<file path="src/rtl/cg_iteration_sequencer.sv">
// =============================================================================
// cg_iteration_sequencer : conjugate-gradient stage sequencer with convergence/timeout control. Rev 1.0
// =============================================================================
`default_nettype none

module cg_iteration_sequencer #(
  parameter int          MAX_ITERATIONS = 10,
  parameter logic [31:0] TOLERANCE      = 32'h283424DC,
  parameter int          TIMEOUT_CYCLES = 4096,
  parameter int          CNT_W          = 16
) (
  input  logic             clk,
  input  logic             reset,
  input  logic             go,
  input  logic             abort,
  input  logic             vXv1_finish,
  input  logic             mXv1_finish,
  input  logic             div1_finish,
  input  logic             mul_add1_finish,
  input  logic             mul_add2_finish,
  input  logic             vXv3_finish,
  input  logic [31:0]      rsnew,
  input  logic             div2_finish,
  input  logic             mul_add3_finish,
  output logic             reset_vXv1,
  output logic             reset_mXv1,
  output logic             run_div1,
  output logic             run_mul_add,
  output logic             run_vXv3,
  output logic             run_div2,
  output logic             run_mul_add3,
  output logic [CNT_W-1:0] iteration_count,
  output logic             busy,
  output logic             done,
  output logic             converged,
  output logic             timeout_error
);

  localparam int                 c_TMR_W    = $clog2(TIMEOUT_CYCLES + 1);
  localparam logic [c_TMR_W-1:0] c_TMR_LAST = c_TMR_W'(TIMEOUT_CYCLES - 1);
  localparam logic [CNT_W-1:0]   c_MAX_CNT  = CNT_W'(MAX_ITERATIONS);

  typedef enum logic [3:0] {
    S_IDLE      = 4'd0,
    S_RSOLD_AP  = 4'd1,
    S_ALPHA     = 4'd2,
    S_UPDATE_XR = 4'd3,
    S_RSNEW     = 4'd4,
    S_CHECK     = 4'd5,
    S_BETA      = 4'd6,
    S_UPDATE_P  = 4'd7,
    S_RESTART   = 4'd8,
    S_DONE      = 4'd9,
    S_ERROR     = 4'd10
  } state_t;

  state_t             r_state;
  state_t             w_next;
  logic [c_TMR_W-1:0] r_timer;
  logic               r_vxv1_seen;
  logic               r_mxv1_seen;
  logic               r_ma1_seen;
  logic               r_ma2_seen;
  logic [30:0]        r_rs_mag;

  logic               w_blank;
  logic               w_timeout;
  logic               w_wait;
  logic               w_idle_class;
  logic               w_vxv1;
  logic               w_mxv1;
  logic               w_ma1;
  logic               w_ma2;
  logic               w_conv;
  logic [CNT_W-1:0]   w_cnt_inc;
  logic               w_unused;

  // Timer is zero exactly in the entry cycle of a phase, which is the blanked cycle.
  assign w_blank      = (r_timer == '0);
  assign w_timeout    = (r_timer == c_TMR_LAST);
  assign w_wait       = r_state inside {S_RSOLD_AP, S_ALPHA, S_UPDATE_XR, S_RSNEW, S_BETA, S_UPDATE_P};
  assign w_idle_class = r_state inside {S_IDLE, S_DONE, S_ERROR};

  assign w_vxv1 = r_vxv1_seen | (vXv1_finish & ~w_blank);
  assign w_mxv1 = r_mxv1_seen | (mXv1_finish & ~w_blank);
  assign w_ma1  = r_ma1_seen  | (mul_add1_finish & ~w_blank);
  assign w_ma2  = r_ma2_seen  | (mul_add2_finish & ~w_blank);

  // Magnitude compare only; an all-ones exponent (NaN/Inf) never counts as converged.
  assign w_conv    = (r_rs_mag[30:23] != 8'hFF) && (r_rs_mag < TOLERANCE[30:0]);
  assign w_cnt_inc = iteration_count + 1'b1;
  assign w_unused  = rsnew[31];

  always_comb begin
    w_next = r_state;
    if (w_idle_class) begin
      if (go && !abort) w_next = S_RSOLD_AP;
    end else if (abort) begin
      w_next = S_IDLE;
    end else begin
      case (r_state)
        S_RSOLD_AP: begin
          if (w_vxv1 && w_mxv1)      w_next = S_ALPHA;
          else if (w_timeout)        w_next = S_ERROR;
        end
        S_ALPHA: begin
          if (div1_finish && !w_blank) w_next = S_UPDATE_XR;
          else if (w_timeout)          w_next = S_ERROR;
        end
        S_UPDATE_XR: begin
          if (w_ma1 && w_ma2)        w_next = S_RSNEW;
          else if (w_timeout)        w_next = S_ERROR;
        end
        S_RSNEW: begin
          if (vXv3_finish && !w_blank) w_next = S_CHECK;
          else if (w_timeout)          w_next = S_ERROR;
        end
        S_CHECK: begin
          if (w_conv)                      w_next = S_DONE;
          else if (w_cnt_inc == c_MAX_CNT) w_next = S_DONE;
          else                             w_next = S_BETA;
        end
        S_BETA: begin
          if (div2_finish && !w_blank) w_next = S_UPDATE_P;
          else if (w_timeout)          w_next = S_ERROR;
        end
        S_UPDATE_P: begin
          if (mul_add3_finish && !w_blank) w_next = S_RESTART;
          else if (w_timeout)              w_next = S_ERROR;
        end
        S_RESTART: w_next = S_RSOLD_AP;
        default:   w_next = S_IDLE;
      endcase
    end
  end

  always_ff @(posedge clk or posedge reset) begin
    if (reset) begin
      r_state         <= S_IDLE;
      r_timer         <= '0;
      r_vxv1_seen     <= 1'b0;
      r_mxv1_seen     <= 1'b0;
      r_ma1_seen      <= 1'b0;
      r_ma2_seen      <= 1'b0;
      r_rs_mag        <= '0;
      reset_vXv1      <= 1'b1;
      reset_mXv1      <= 1'b1;
      run_div1        <= 1'b0;
      run_mul_add     <= 1'b0;
      run_vXv3        <= 1'b0;
      run_div2        <= 1'b0;
      run_mul_add3    <= 1'b0;
      iteration_count <= '0;
      busy            <= 1'b0;
      done            <= 1'b0;
      converged       <= 1'b0;
      timeout_error   <= 1'b0;
    end else begin
      r_state <= w_next;

      if (w_next != r_state) begin
        r_timer     <= '0;
        r_vxv1_seen <= 1'b0;
        r_mxv1_seen <= 1'b0;
        r_ma1_seen  <= 1'b0;
        r_ma2_seen  <= 1'b0;
      end else begin
        if (w_wait) r_timer <= r_timer + 1'b1;
        if (r_state == S_RSOLD_AP) begin
          r_vxv1_seen <= w_vxv1;
          r_mxv1_seen <= w_mxv1;
        end
        if (r_state == S_UPDATE_XR) begin
          r_ma1_seen <= w_ma1;
          r_ma2_seen <= w_ma2;
        end
      end

      if (r_state == S_RSNEW && w_next == S_CHECK) r_rs_mag <= rsnew[30:0];

      // Outputs are decoded from the next state so they line up with the state register.
      reset_vXv1    <= w_next inside {S_IDLE, S_RESTART, S_DONE, S_ERROR};
      reset_mXv1    <= w_next inside {S_IDLE, S_RESTART, S_DONE, S_ERROR};
      run_div1      <= w_next inside {S_ALPHA, S_UPDATE_XR};
      run_mul_add   <= (w_next == S_UPDATE_XR);
      run_vXv3      <= (w_next == S_RSNEW);
      run_div2      <= w_next inside {S_BETA, S_UPDATE_P};
      run_mul_add3  <= (w_next == S_UPDATE_P);
      busy          <= !(w_next inside {S_IDLE, S_DONE, S_ERROR});
      done          <= (w_next == S_DONE);
      timeout_error <= (w_next == S_ERROR);
      converged     <= (w_next == S_DONE) && ((r_state == S_CHECK) ? w_conv : converged);

      if (w_next == S_IDLE || (w_idle_class && w_next == S_RSOLD_AP))
        iteration_count <= '0;
      else if (r_state == S_CHECK)
        iteration_count <= w_cnt_inc;
    end
  end

endmodule

`default_nettype wire

</file>
<file path="config.mk">
export PLATFORM = sky130hd
export DESIGN_NAME = cg_iteration_sequencer
export DESIGN_NICKNAME = d
export VERILOG_FILES = /design/src/rtl/cg_iteration_sequencer.sv
export SDC_FILE = /design/constraint.sdc
export NUM_CORES = 1
export LEC_CHECK = 0
export BUFFER_PORTS_ARGS = -buffer_cell sky130_fd_sc_hd__clkbuf_2
export CELL_PAD_IN_SITES_DETAIL_PLACEMENT = 2
export CELL_PAD_IN_SITES_GLOBAL_PLACEMENT = 2
export CORE_MARGIN = 2
export CORE_UTILIZATION = 37
export CTS_BUF_LIST = sky130_fd_sc_hd__clkbuf_4
export DETAILED_ROUTE_END_ITERATION = 10
export HOLD_SLACK_MARGIN = 0.15
export PLACE_DENSITY_LB_ADDON = 0.1
export SYNTH_ARGS = -nofsm -noshare
export SYNTH_HDL_FRONTEND = slang
export SYNTH_SLANG_ARGS = --single-unit
export TNS_END_PERCENT = 50
</file>
<file path="constraint.sdc">
create_clock -name clk -period 3.6 [get_ports clk]
set_input_delay 0 -clock clk [delete_from_list [all_inputs] [get_ports clk]]
set_output_delay 0 -clock clk [all_outputs]
set_load 0.01 [all_outputs]
</file>
; Word level (Yosys, flattened, before mapping)
; Index checks and enable logic that the tools add are counted.
[word_totals]
reg_bits = 78
inputBits = 44
[op_classes]
n_reduce_logical = 28
n_bitwise = 9
mux = 26
order_cmp = 1
addsub = 2
eq_ne = 24
[op_table]
columns = operator, count
row1 = 4-bit two-way mux, 12
row2 = "4-bit by 3-bit == test with 1-bit output, second input constant", 8
row3 = 16-bit two-way mux, 2
row4 = 4-bit one-hot mux with 8 select lines, 1
row5 = "31-bit by 30-bit < comparator with 1-bit output, second input constant", 1
row6 = 13-bit two-way mux, 2
row7 = "4-bit == test, second input constant", 6
row8 = "16-bit by 1-bit adder with 16-bit output, second input constant", 1
row9 = "16-bit by 4-bit == test with 1-bit output, second input constant", 1
row10 = "4-bit by 2-bit == test with 1-bit output, second input constant", 4
row11 = "13-bit by 1-bit adder with 13-bit output, second input constant", 1
row12 = "13-bit by 12-bit == test with 1-bit output, second input constant", 1
row13 = 13-bit logical NOT, 1
row14 = 2-bit nonzero test, 6
row15 = 1-bit logical AND, 11
row16 = 1-bit two-way mux, 9
row17 = "4-bit by 1-bit == test with 1-bit output, second input constant", 2
row18 = 4-bit logical NOT, 2
row19 = "8-bit inequality test, second input constant", 1
row20 = 3-bit nonzero test, 2
row21 = 6-bit nonzero test, 1
row22 = 1-bit AND, 4
row23 = 4-bit inequality test, 1
row24 = 1-bit bitwise OR, 4
row25 = 4 further kinds, 6

; Logic depth before layout (Yosys ltp)
[logic_depth]
ltp_word = 13
depth_mapped = 12
depth_no_buf = 11

; Worst setup path after synthesis
; Ideal clock, no wire load.
[synth_timing]
path_type = register to register
from = register r_timer[0]
to = register r_rs_mag[10]
path_slack_ns = 0.837
stages_incl_launch_ff = 13
setup_time_ns = 0.125
arrival_ns = 2.638
cell_sequence = dfrtp_1 > inv_1 > ha_1 > nor4b_2 > nand3_2 > o21ai_1 > nor4_1 > o21a_1 > a21boi_2 > o221ai_2 > buf_6 > buf_8 > mux2_4
[synth_between]
elab_chain_cells = 11
elab_cells_between_ends = 30
[synth_lines]
columns = element, line_no
row1 = from (decl), 59  ; logic [c_TMR_W-1:0] r_timer;
row2 = from (signal assigned), 168  ; if (w_wait) r_timer <= r_timer + 1'b1;
row3 = 13-bit logical NOT, 79  ; assign w_blank = (r_timer == '0);
row4 = 1-bit NOT, n/a
row5 = 1-bit AND (on tied branches), n/a
row6 = 1-bit bitwise OR (on tied branches), n/a
row7 = 1-bit logical AND (on tied branches), "111, 103"
row8 = 4-bit two-way mux (on tied branches), "111, 103"
row9 = 4-bit one-hot mux with 8 select lines *, 101  ; case (r_state)
row10 = 4-bit two-way mux *, 98  ; end else if (abort) begin
row11 = 4-bit two-way mux *, 96  ; if (w_idle_class) begin
row12 = 4-bit by 3-bit == test with 1-bit output *, 179  ; if (r_state == S_RSNEW && w_next == S_CHECK) r_rs_mag <= rsnew[30:0];
row13 = 1-bit logical AND *, 179
row14 = to (signal assigned), 179
row15 = to (decl), 64  ; logic [30:0] r_rs_mag;
; Mark *: on every way between the ends. The rest lies on a longest branch, timed or not.
; A chain may end at the register's enable or synchronous reset.

; Worst setup path after layout
[layout_timing]
from = register r_timer[9]
to = register r_rs_mag[20]
; Same word-level chain as after synthesis.

==> results.rst <==
.. list-table::
   :header-rows: 1

   * - Metric
     - Value
   * - Top cells by area, synth
     - sky130_fd_sc_hd__dfrtp_1, sky130_fd_sc_hd__mux2_2, sky130_fd_sc_hd__nor2_1
   * - RSZ-0062 raised after global routing
     - false
   * - Startpoint Class
     - flop
   * - Master of the slowest instance on the critical path
     - sky130_fd_sc_hd__nor4_2
   * - Synth-to-Final Area Change
     - 23.1%
   * - Height of the chip
     - 112 um
   * - Transition time at the pin with the least slew margin
     - 1050 ps
   * - Syn Inst Count
     - 436
   * - Setup clock skew after layout
     - 31.2 ps
   * - Count of port buffers added during placement
     - 67
   * - First-pass GRT wire length
     - 22,900 um
   * - Total congestion overflow
     - 0
   * - Latest clock arrival within the worst-skew pair
     - 450 ps
   * - Via-per-instance ratio
     - 5.58
   * - Routability congestion estimate
     - 0.835
   * - Peak per-stage delay on the critical path
     - 580 ps
   * - Number of nets in the layout
     - 584
   * - Number of max-slew violations in the final report
     - 0
   * - Sequential share of the synthesized area
     - 43.7%
   * - Total clock sinks
     - 76
   * - Starting density of the core
     - 38.0%
   * - Total power divided by cell area
     - 313 nW/um^2
   * - CP arrival
     - 3620 ps
   * - Largest net degree at the start of global routing
     - 50
   * - Netlist Area Pre-Place
     - 4350 sq um
   * - Clock-pin slew on the worst setup and hold paths
     - 130 ps
   * - Class of the most critical hold timing path
     - in -> reg
   * - Total track usage
     - 23.0%
   * - Row cnt
     - 39
   * - Starting DRT DRC Count
     - 155
   * - Part of the total power dissipated in combinational logic
     - 10.3%
   * - Number of flops mapped to enable cells by yosys
     - 0
   * - Relative slew slack
     - 30.2%
   * - Total iterations of the first detailed-routing run
     - 4
   * - Synth Area per Inst
     - 9.99 sq um
   * - Antenna Nets Post-Route
     - 0
   * - Number of placed cells counting well taps
     - 634
   * - Period utilization
     - 91.3%
   * - Time the worst path needs with I/O delays and setup
     - 3290 ps
   * - Cts bufs inserted
     - 9
   * - Total number of vias
     - 3,816
   * - Critical Setup Path Class
     - reg -> reg
   * - Number of top-level pins
     - 71
   * - Total net switching power
     - 0.449 mW
   * - Total Neg Setup Slack
     - 0 ps
   * - Wire length per cell
     - 20.1 um
   * - Yosys top cell by area
     - sky130_fd_sc_hd__dfrtp_1
   * - Top flip-flop cell by instance count after synthesis
     - sky130_fd_sc_hd__dfrtp_1
   * - Worst slack on hold paths
     - 236 ps
   * - Worst vdd rail ir drop
     - 0.230 mV
   * - Overall power after layout
     - 1.68 mW
   * - Count of H-tree levels built during CTS
     - 3
   * - Clock share of power
     - 37.7%
   * - Crit. End Element
     - flop
   * - Final Non-Filler Cells
     - 684
   * - Switching Share
     - 26.8%
   * - Max-cap violations
     - 0
   * - Fraction of synthesis flops using an asynchronous set or reset pin
     - 100%
   * - Achievable Freq
     - 304 MHz
   * - Via count of the first global-routing pass
     - 4,259
   * - Post-CTS sizing
     - 0
   * - Final Hold Viols
     - 0
   * - Post-Synthesis Net Count
     - 484
   * - Post-CTS setup buffer count
     - 0
   * - Run status
     - completed
   * - Count of cell types in the netlist
     - 77
   * - Final setup fails
     - 0
   * - Most frequent cell after synthesis
     - sky130_fd_sc_hd__dfrtp_1
   * - LEAKAGE
     - 2.52 nW
   * - Die width
     - 112 um
   * - Core area
     - 11,500 sq um
   * - List of most frequent post-synthesis cells
     - sky130_fd_sc_hd__dfrtp_1, sky130_fd_sc_hd__nor2_1, sky130_fd_sc_hd__nand2_1, sky130_fd_sc_hd__mux2_2
   * - Worst Path Max Fanout
     - 29
   * - TritonCTS clock tree
     - done
   * - Initial antenna violation count
     - 0
   * - Share of the core filled with cells in the final layout
     - 46.8%
   * - Total DRC errors in the routed layout
     - 0
   * - Yosys warns
     - 0
   * - Internal power
     - 1.23 mW
   * - Final HPWL DP
     - 9040 um
   * - Buffers from clock root to sink, at most
     - 2
   * - Critical Path RT
     - 3930 ps
   * - Area share of the largest cell type after synthesis
     - 43.1%
   * - Cells along the critical path
     - nor4_2 -> nand3_2 -> o21ai_1 -> o32ai_1 -> o21a_1 -> a21boi_2 -> o221ai_4 -> buf_12 -> mux2_2
   * - Die area
     - 12,700 sq um
   * - Number of antenna repair diodes
     - 0
   * - Total Wirelength
     - 13,800 um
   * - Synth Register Bits
     - 76
   * - Proportion of layout cells with a drive suffix above 1
     - 27.5%
   * - Clk root buf
     - sky130_fd_sc_hd__clkbuf_4
   * - Sequential fraction of design power
     - 52.0%
[state kept, by name, indices dropped and copies added, names as in the netlist, 4 cells and up]
register / cells
r_timer: 13
iteration_count: 16
r_rs_mag: 29
r_state: 4
[placed cells by master (no fill, tap or decap), types with 7 or more instances in the layout]
cell,count
sky130_fd_sc_hd__a31oi_1,10
sky130_fd_sc_hd__and3_1,9
sky130_fd_sc_hd__dlygate4sd3_1,34
sky130_fd_sc_hd__clkbuf_4,10
sky130_fd_sc_hd__nor2b_1,7
sky130_fd_sc_hd__mux2_2,19
sky130_fd_sc_hd__nor2_1,45
sky130_fd_sc_hd__o21ai_0,12
sky130_fd_sc_hd__a21oi_1,16
sky130_fd_sc_hd__dfrtp_1,75
sky130_fd_sc_hd__and2_1,7
sky130_fd_sc_hd__xor2_1,16
sky130_fd_sc_hd__nand2_1,22
sky130_fd_sc_hd__mux2_4,10
sky130_fd_sc_hd__clkbuf_2,67
sky130_fd_sc_hd__nand4_1,15
sky130_fd_sc_hd__buf_4,15
sky130_fd_sc_hd__inv_1,13
sky130_fd_sc_hd__nand3_1,16
sky130_fd_sc_hd__xnor2_1,14
[power groups by stage]
| stage | sequential [mW] | combinational [mW] | clock (mW) |
|---|---|---|---|
| 2_1_floorplan | 0.883 | 0.0850 | 0 |
| 3_3_place_gp | 0.886 | 0.137 | 0 |
| 3_5_place_dp | 0.887 | 0.142 | 0 |
| 4_1_cts | 0.871 | 0.172 | 0.643 |
| 5_1_grt | 0.872 | 0.193 | 0.690 |
| 6_report | 0.871 | 0.173 | 0.633 |
[what timing repair did]
| item | CTS | global route |
|---|---|---|
| endpoints found under the setup margin | 0 | 0 |
| hold buffers | 34 | 0 |
| hold endpoints to repair | 81 | 0 |
[area by class of cell]
cell class              instances  area (sq um)
fillers                      1236          6110
repair buffers                117           808
well taps                     143           179
flip-flops and latches         76          1900
clock inverters                 6          88.8
clock buffers                  10          75.1
inverters                      14          52.6
multi-input cells             318          2250
[cells by family after synthesis]
family,Yosys count,share of synthesized area [%]
compound gates,87,14.4
flops,76,43.7
mux,31,8.82
xor+xnor,30,6.03
fa+ha+maj,4,1.15
simple gates,166,21.1
buf+inv,42,4.77
[per-stage QoR]
stage	worst slack [ps]	area, sq um
after floorplan	837	4350
after global placement	436	4860
after detailed placement	362	4860
after CTS	322	5360
after global routing	69.5	5360
final	312	5360
[critical path: cells and delay by family (launching register included)]
kind,cells,cell delay (ps)
buffers and inverters,1,240
muxes,1,370
DFF,1,460
and+or+nand+nor,2,930
AOI/OAI and AO/OA,5,1170
[per-layer routing]
| layer | vias up | global-route usage [%] | routed length, um |
|---|---|---|---|
| li1 | 1785 | - | - |
| met1 | 1964 | 29.2 | 6030 |
| met2 | 56 | 40.6 | 7200 |
| met3 | 11 | 4.37 | 398 |
| met4 | 0 | 5.45 | 136 |
| met5 | - | 0 | 0 |
[path summary, 6_finish.rpt]
kind,start,endpoint,slack [ps],cells past startpoint
max in group asynchronous,reset,reset_mXv1,2260,4
worst max-delay path,r_timer[9],r_rs_mag[20],310,9
min in group asynchronous,reset,r_rs_mag[16],300,3
worst min register to register,r_rs_mag[7],r_rs_mag[7],540,1
worst max register to register,r_timer[9],r_rs_mag[20],310,9
worst min-delay path,abort,run_vXv3,240,4
Note: power is estimated with default switching activity, not from simulation.
